`src/rtl/hilo_div_pkg.sv`:
```
// Shared types, constants and helpers for the HI/LO divide unit.
// The optional zero-divisor flag is enabled with HILO_DIV_ZERO_FLAG_EN.
package hilo_div_pkg;

  localparam int DIV_WIDTH_DEFAULT = 32;

  typedef enum logic [1:0] {
    IDLE = 2'd0,
    RUN  = 2'd1,
    FIX  = 2'd2
  } state_e;

  localparam logic [DIV_WIDTH_DEFAULT-1:0] ALL_ONES = '1;
  localparam logic [DIV_WIDTH_DEFAULT-1:0] INT_MIN  = {1'b1, {(DIV_WIDTH_DEFAULT-1){1'b0}}};

  // Magnitude of x when treated as signed; INT_MIN maps to itself, which is the correct unsigned magnitude.
  function automatic logic [DIV_WIDTH_DEFAULT-1:0] abs_w(
    input logic [DIV_WIDTH_DEFAULT-1:0] x,
    input logic                         sgn
  );
    return (sgn && x[DIV_WIDTH_DEFAULT-1]) ? (~x + 1'b1) : x;
  endfunction

endpackage

```
`src/rtl/hilo_div_step.sv`:
```
// One restoring-division step: shift {rem,quo} left, subtract the divisor on a trial basis.
// Purely combinational.
module hilo_div_step #(
  parameter int WIDTH = 32
) (
  input  logic [WIDTH-1:0] rem_i,
  input  logic [WIDTH-1:0] quo_i,
  input  logic [WIDTH-1:0] divisor_i,
  output logic [WIDTH-1:0] rem_o,
  output logic [WIDTH-1:0] quo_o
);

  logic [WIDTH:0] rem_sh;
  logic [WIDTH:0] trial;

  always_comb begin
    rem_sh = {rem_i, quo_i[WIDTH-1]};
    trial  = rem_sh - {1'b0, divisor_i};
    // Partial remainder stays below the divisor, so WIDTH+1 bits cannot wrap.
    rem_o  = trial[WIDTH] ? rem_sh[WIDTH-1:0] : trial[WIDTH-1:0];
    quo_o  = {quo_i[WIDTH-2:0], ~trial[WIDTH]};
  end

endmodule

```
`src/rtl/hilo_div_unit.sv`:
```
// Iterative DIV/DIVU unit owning the HI/LO pair; quotient lands in LO, remainder in HI.
// Define HILO_DIV_ZERO_FLAG_EN for the dz output and a short-cut path on divide by zero.
module hilo_div_unit
  import hilo_div_pkg::*;
#(
  parameter int WIDTH = DIV_WIDTH_DEFAULT,
  parameter int CNT_W = $clog2(WIDTH) + 1
) (
  input  logic             clk,
  input  logic             rst,
  input  logic             start,
  input  logic             is_signed,
  input  logic [WIDTH-1:0] dividend,
  input  logic [WIDTH-1:0] divisor,
  input  logic             mthi_we,
  input  logic             mtlo_we,
  input  logic [WIDTH-1:0] mt_data,
  output logic             busy,
  output logic             done,
  output logic [WIDTH-1:0] hi,
  output logic [WIDTH-1:0] lo
`ifdef HILO_DIV_ZERO_FLAG_EN
  ,
  output logic             dz
`endif
);

  state_e           state_q;
  logic [CNT_W-1:0] cnt_q;
  logic [WIDTH-1:0] rem_q, quo_q, dvsr_q, dvnd_q;
  logic [WIDTH-1:0] hi_q, lo_q;
  logic             q_neg_q, r_neg_q, dz_q, ovf_q;
  logic             busy_q, done_q;
  logic [WIDTH-1:0] rem_d, quo_d, hi_d, lo_d;
  logic             div_zero, div_ovf;

  hilo_div_step #(.WIDTH(WIDTH)) u_step (
    .rem_i     (rem_q),
    .quo_i     (quo_q),
    .divisor_i (dvsr_q),
    .rem_o     (rem_d),
    .quo_o     (quo_d)
  );

  always_comb begin
    div_zero = (divisor == '0);
    div_ovf  = is_signed && (dividend == INT_MIN) && (divisor == ALL_ONES);
    hi_d     = r_neg_q ? (~rem_q + 1'b1) : rem_q;
    lo_d     = q_neg_q ? (~quo_q + 1'b1) : quo_q;
    // Architected results for the two corner cases override the iterative datapath.
    if (dz_q) begin
      lo_d = ALL_ONES;
      hi_d = dvnd_q;
    end else if (ovf_q) begin
      lo_d = INT_MIN;
      hi_d = '0;
    end
  end

`ifdef HILO_DIV_ZERO_FLAG_EN
  logic dz_out_q;
  assign dz = dz_out_q;
`endif

  always_ff @(posedge clk) begin
    if (rst) begin
      state_q <= IDLE;
      cnt_q   <= '0;
      rem_q   <= '0;
      quo_q   <= '0;
      dvsr_q  <= '0;
      dvnd_q  <= '0;
      hi_q    <= '0;
      lo_q    <= '0;
      q_neg_q <= 1'b0;
      r_neg_q <= 1'b0;
      dz_q    <= 1'b0;
      ovf_q   <= 1'b0;
      busy_q  <= 1'b0;
      done_q  <= 1'b0;
`ifdef HILO_DIV_ZERO_FLAG_EN
      dz_out_q <= 1'b0;
`endif
    end else begin
      done_q <= 1'b0;
`ifdef HILO_DIV_ZERO_FLAG_EN
      dz_out_q <= 1'b0;
`endif
      if (!busy_q) begin
        if (mthi_we) hi_q <= mt_data;
        if (mtlo_we) lo_q <= mt_data;
      end
      case (state_q)
        IDLE: begin
          if (start) begin
            rem_q   <= '0;
            quo_q   <= abs_w(dividend, is_signed);
            dvsr_q  <= abs_w(divisor, is_signed);
            dvnd_q  <= dividend;
            q_neg_q <= is_signed && (dividend[WIDTH-1] ^ divisor[WIDTH-1]);
            r_neg_q <= is_signed && dividend[WIDTH-1];
            dz_q    <= div_zero;
            ovf_q   <= div_ovf;
            cnt_q   <= CNT_W'(WIDTH);
            busy_q  <= 1'b1;
`ifdef HILO_DIV_ZERO_FLAG_EN
            state_q <= div_zero ? FIX : RUN;
`else
            state_q <= RUN;
`endif
          end
        end
        RUN: begin
          rem_q <= rem_d;
          quo_q <= quo_d;
          cnt_q <= cnt_q - 1'b1;
          if (cnt_q == CNT_W'(1)) state_q <= FIX;
        end
        FIX: begin
          hi_q    <= hi_d;
          lo_q    <= lo_d;
          done_q  <= 1'b1;
          busy_q  <= 1'b0;
          cnt_q   <= '0;
          state_q <= IDLE;
`ifdef HILO_DIV_ZERO_FLAG_EN
          dz_out_q <= dz_q;
`endif
        end
        default: state_q <= IDLE;
      endcase
    end
  end

  assign busy = busy_q;
  assign done = done_q;
  assign hi   = hi_q;
  assign lo   = lo_q;

endmodule

```
`config.mk`:
```
export PLATFORM = sky130hd
export DESIGN_NAME = hilo_div_unit
export DESIGN_NICKNAME = d
export VERILOG_FILES = /design/src/rtl/hilo_div_pkg.sv /design/src/rtl/hilo_div_step.sv /design/src/rtl/hilo_div_unit.sv
export SDC_FILE = /design/constraint.sdc
export NUM_CORES = 1
export LEC_CHECK = 0
export CORE_UTILIZATION = 34
export DETAILED_ROUTE_END_ITERATION = 8
export PLACE_DENSITY_LB_ADDON = 0.2
export SKIP_CTS_REPAIR_TIMING = 1
export SLEW_MARGIN = 25
export SYNTH_ARGS = -nofsm -noshare
export SYNTH_HDL_FRONTEND = slang
export SYNTH_SLANG_ARGS = --single-unit
export TNS_END_PERCENT = 1
```
`constraint.sdc`:
```
create_clock -name clk -period 4.2 [get_ports clk]
set_clock_uncertainty 0.05 [all_clocks]
set_input_delay 0.42 -clock clk [delete_from_list [all_inputs] [get_ports clk]]
set_output_delay 0.42 -clock clk [all_outputs]
set_load 0.01 [all_outputs]
```
# ---- Yosys cells after proc, flatten, opt, wreduce, memory -nomap -nowiden
# Cells that the tools add are included.
# W data, S select, Z words.
dict set report word_totals {
  regBits 206
  wordCells 80
}
dict set report classes {
  add_sub_neg 6
  eq_ne 8
  reduce_logical 19
  n_mux 27
  n_bitwise 6
}
# op n
set op_table {}
lappend op_table {{$mux W32} 17}
lappend op_table {{$add A32 B1 Y32 const B} 4}
lappend op_table {{$not A32 Y32} 4}
lappend op_table {{$pmux W32 S2} 2}
lappend op_table {{$eq A32 B32 Y1 const B} 2}
lappend op_table {{$sub A33 B32 Y33} 1}
lappend op_table {{$logic_not A32 Y1} 1}
lappend op_table {{$pmux W6 S3} 1}
lappend op_table {{$reduce_and A2 Y1} 7}
lappend op_table {{$reduce_bool A2 Y1} 4}
lappend op_table {{$eq A6 B1 Y1 const B} 1}
lappend op_table {{$mux W6} 1}
lappend op_table {{$sub A6 B1 Y6 const B} 1}
lappend op_table {{$logic_and A1 B1 Y1} 5}
lappend op_table {{$mux W2} 2}
lappend op_table {{$ne A2 B2 Y1 const B} 2}
lappend op_table {{$pmux W2 S2} 1}
lappend op_table {{$reduce_bool A3 Y1} 1}
lappend op_table {{$eq A2 B1 Y1 const B} 1}
lappend op_table {{$eq A2 B2 Y1 const B} 1}
lappend op_table {{$logic_not A2 Y1} 1}
lappend op_table {{$mux W1} 2}
lappend op_table {{$ne A2 B1 Y1 const B} 1}
lappend op_table {{$pmux W1 S2} 1}
lappend op_table {{other kinds (2)} 2}

# ---- Longest topological paths before layout
dict set report logic_depth {
  depth_word 6
  mapped_depth 13
}

# ---- Hierarchy
# Synthesis repeated with hierarchy kept, for this count alone.
dict set report hier_totals {
  hier_cells 1891
  hier_area_um2 14326.2
}
# mod seq_area_each_um2 instances cells_each area_each_um2
set by_module_without_submodules {}
lappend by_module_without_submodules {hilo_div_unit 4124.0 1 1549 11837.6}
lappend by_module_without_submodules {hilo_div_step 0.0 1 342 2488.6}

# ---- Least setup slack after synthesis
# Ideal clock, no wire load.
dict set report synth_timing {
  path_kind {flip-flop to flip-flop}
  from {register quo_q[31]}
  to {register rem_q[10]}
  synth_period_minus_slack_ns 3.211
  setup_time_ns 0.128
  arrival_time_ns 3.033
  slack_ns 0.989
  required_ns 4.022
  path_stages_with_launch 14
  cell_sequence {dfxtp_1 -> inv_1 -> ha_1 -> fa_1 -> nand2b_1 -> a21oi_1 -> o211ai_1 -> a211oi_1 -> o21a_1 -> o221ai_1 -> xnor2_2 -> buf_2 -> mux2i_1 -> o21ai_0}
}
dict set report synth_via {
  elab_chain_cells 3
}
# element line_no
set synth_rtl {}
lappend synth_rtl {{from (decl)} hilo_div_unit.sv:30} ;# logic [WIDTH-1:0] rem_q, quo_q, dvsr_q, dvnd_q;
lappend synth_rtl {{from (signal assigned)} hilo_div_unit.sv:97} ;# quo_q <= abs_w(dividend, is_signed);
lappend synth_rtl {{from (signal assigned)} hilo_div_unit.sv:115} ;# quo_q <= quo_d;
lappend synth_rtl {{$sub A33 B32 Y33} hilo_div_step.sv:18} ;# trial = rem_sh - {1'b0, divisor_i};
lappend synth_rtl {{$mux W32} hilo_div_step.sv:20} ;# rem_o = trial[WIDTH] ? rem_sh[WIDTH-1:0] : trial[WIDTH-1:0];
lappend synth_rtl {{$pmux W32 S2} hilo_div_unit.sv:93} ;# case (state_q)
lappend synth_rtl {{to (signal assigned)} hilo_div_unit.sv:114} ;# rem_q <= rem_d;
lappend synth_rtl {{to (decl)} hilo_div_unit.sv:30}
# Every way passes these cells.
# A chain may end at the register's enable or synchronous reset.

# ---- Final worst setup path
dict set report layout_timing {
  from {register quo_q[31]}
  to {register rem_q[8]}
}
# Same word-level chain as after synthesis.

==> results.md <==
- Status: finished clean
- CP arrival: 4130 ps
- Yosys cell types: 64
- WP depth: 13
- Slew margin rel.: 31.1%
- Worst Path Class, Setup: reg -> reg
- DRT antenna net count: 0
- Top-count cell post-synth: nand2_1
- Die width: 199 um
- YS warnings: 0
- Final worst slack: 413 ps
- PwrDens: 356 mW/mm2
- Final number of setup-violating endpoints: 0
- Input/output buffers: 167
- Worst slack, placed: 444 ps
- Worst-path clk slew: 60 ps
- DR pass1 iterations: 5
- HPWL after DPL: 32.3 mm
- CP cell instances: inv_1 -> ha_1 -> fa_1 -> nand2b_1 -> a21oi_1 -> o211ai_1 -> a211oi_1 -> o21a_1 -> o221ai_1 -> xnor2_4 -> buf_12 -> mux2i_1 -> o21ai_0
- Total clock sinks: 206
- Final hold slack: 398 ps
- Share of layout cells above drive strength 1: 6.23%
- DR vias: 12688
- Peak supply drop: 250 uV
- CP Launch Type: flip-flop
- RSZ-0062 raised after global routing: false
- Top cell type's share of synthesized area: 31.4%
- Area Growth Syn to Fin: 23.8%
- First-pass GRT wire length: 68.7 mm
- Hold Path Class: reg -> reg
- Drt total wl: 43.9 mm
- Setup TNS: 0 ps
- DR iter-0 viols: 787
- Worst slew pin tran: 1030 ps
- Min cycle time layout: 3790 ps
- R2r setup slk: 410 ps
- Leak: 5.92 nW
- Vias in the first global route: 12281
- CP max stage delay: 410 ps
- DR WL/cell: 18.6 um
- Initial antenna violation count: 0
- Root Driver: clkbuf_16
- Fin crit share: 90.2%
- Routability Congestion: 0.872
- Synthesized area: 0.0132 mm2
- Core box area: 0.0378 mm2
- Vias per cell: 5.39
- # rows: 71
- Critical path endpoint: rem_q[8]$_SDFFE_PP0P_
- Max Clock Freq: 264 MHz
- Worst Setup SP: quo_q[31]$_SDFFE_PP0P_
- Worst endpoint required time: 4540 ps
- CTS buffer count: 25
- Max cap viols: 0
- Largest net degree at the start of global routing: 92
- Syn Inst Count: 1706
- CTS tree: built
- Synthesized area per cell: 7.71 um2
- Die Ht: 199 um
- Total GRT Usage: 22.1%
- Worst Path Max Fanout: 31
- Synth Register Bits: 206
- Grt total ovfl: 0
- Synth cell count leaders: 250 x nand2_1, 206 x dfxtp_1, 143 x a21oi_1
- Max-slew violations: 0
- Io pins: 168
- Syn_nets: 1851
- Final hold vios: 0
- Slowest CP cell: a211oi_1
- Cell depth of the worst flop-to-flop path: 13
- Residual DRC: 0
- Initial Util: 34.8%
- Area leader, netlist: dfxtp_1
- Reg2Reg Launch Point: quo_q[31]$_SDFFE_PP0P_
- H-Tree Depth: 1
- # nets final: 1973
- Setup crit end kind: flip-flop
- Primary FF master, synth: dfxtp_1
- Die area: 0.0395 mm2
- Share of the yosys chip area belonging to registers: 31.4%
- Ys async rst share: 0%
- Clk Latency, worst-skew pair: 520 ps
- Top cells by area, synth: dfxtp_1 31%, nand2_1 7.1%, a211oi_1 6.1%
- Crit-path leading delay family: compound AO/OA/AOI/OAI gates
- EDFF count, synth: 0
- ANT cells: 0
- R2r endpoint: rem_q[8]$_SDFFE_PP0P_
- Worst Path Buf+Inv: 2
- CTS max path bufs: 3
## metal layers
layer / share of wire [%] / GRT usage, % / up-vias
met4: 2.6 / 5.95 / 0
met1: 47 / 30.2 / 5955
li1: - / - / 6354
met3: 4.7 / 2.97 / 58
met2: 45 / 36.2 / 321
met5: 0 / 0 / -
## worst min path at each step
stage	startpoint	end	slack, ps	cells after the start
floorplan	dvsr_q[31]$_SDFFE_PP0P_	dvsr_q[31]$_SDFFE_PP0P_	380	2
global placement	dvnd_q[17]$_SDFFE_PP0P_	dvnd_q[17]$_SDFFE_PP0P_	390	2
detailed placement	dvsr_q[31]$_SDFFE_PP0P_	dvsr_q[31]$_SDFFE_PP0P_	400	2
CTS	quo_q[31]$_SDFFE_PP0P_	quo_q[31]$_SDFFE_PP0P_	400	2
global route	dvsr_q[31]$_SDFFE_PP0P_	dvsr_q[31]$_SDFFE_PP0P_	420	2
finish	dvsr_q[31]$_SDFFE_PP0P_	dvsr_q[31]$_SDFFE_PP0P_	400	2
## registers in the layout, indices dropped and copies added (netlist names), 2 cells and up
name,count
dvnd_q,32
dvsr_q,32
hi,32
lo,32
quo_q,32
rem_q,32
cnt_q,6
state_q,2
## layout make-up
type | count | area, um2
fill | 3936 | 21600
multi-input combinational | 1326 | 8430
sequential | 206 | 4130
timing repair buffer | 207 | 2000
clock buffer | 35 | 703
tap | 511 | 639
inverter | 62 | 233
clock inverter | 9 | 148
## cell families (layout without fill, tap and decap cells)
group	Yosys count	in the layout	share of synthesized area [%]
DFF	206	206	31.4
and+or+nand+nor	568	568	20.2
adders and majority gates	43	43	4.15
buffers and inverters	174	313	4.99
AOI/OAI and AO/OA	531	531	26.5
xor gates and xnor gates	141	141	9.45
muxes	43	43	3.34
## power breakdown
group          switching, mW  total (mW)  leakage, nW  internal (mW)
combinational          0.751        1.30         3.82          0.547
clock                  0.868        2.27        0.416           1.40
sequential             0.127        2.22         1.69           2.10
## tightest hold or removal path, stage by stage (launching register included)
cell and delay, ps:
dfxtp_1 310, nand2_1 50, a21oi_1 50
## cells in the final DEF (no fill, tap or decap), types with 5 or more instances in the layout
cell type / n
a211oi_1: 106
a21o_1: 11
a21oi_1: 142
a22oi_1: 25
a311oi_1: 9
a31oi_1: 5
and2_1: 7
buf_4: 39
clkbuf_1: 6
clkbuf_16: 25
clkdlybuf4s50_1: 166
dfxtp_1: 204
ha_1: 41
inv_1: 62
mux2_2: 7
mux2i_1: 36
nand2_1: 250
nand2b_1: 15
nand3_1: 19
nand4_1: 13
nor2_1: 99
nor2b_1: 55
nor3_1: 42
nor4_1: 11
o211ai_1: 13
o21a_1: 24
o21ai_0: 103
o221ai_1: 10
o31ai_1: 29
o41ai_1: 17
or2_2: 7
or3_1: 12
or4_1: 17
xnor2_1: 71
xor2_1: 69
## stage by stage
step	cell area (um2)	std cells	util [%]	power, mW
after floorplan	13200	1706	-	3.03
after global routing	16300	2356	43.0	6.06
after CTS	16300	2356	43.0	5.83
after detailed placement	15400	2312	40.8	3.55
after global placement	15400	2311	40.7	3.54
final	16300	2356	43.0	5.79
No activity file was read; power rests on OpenSTA's default activity.
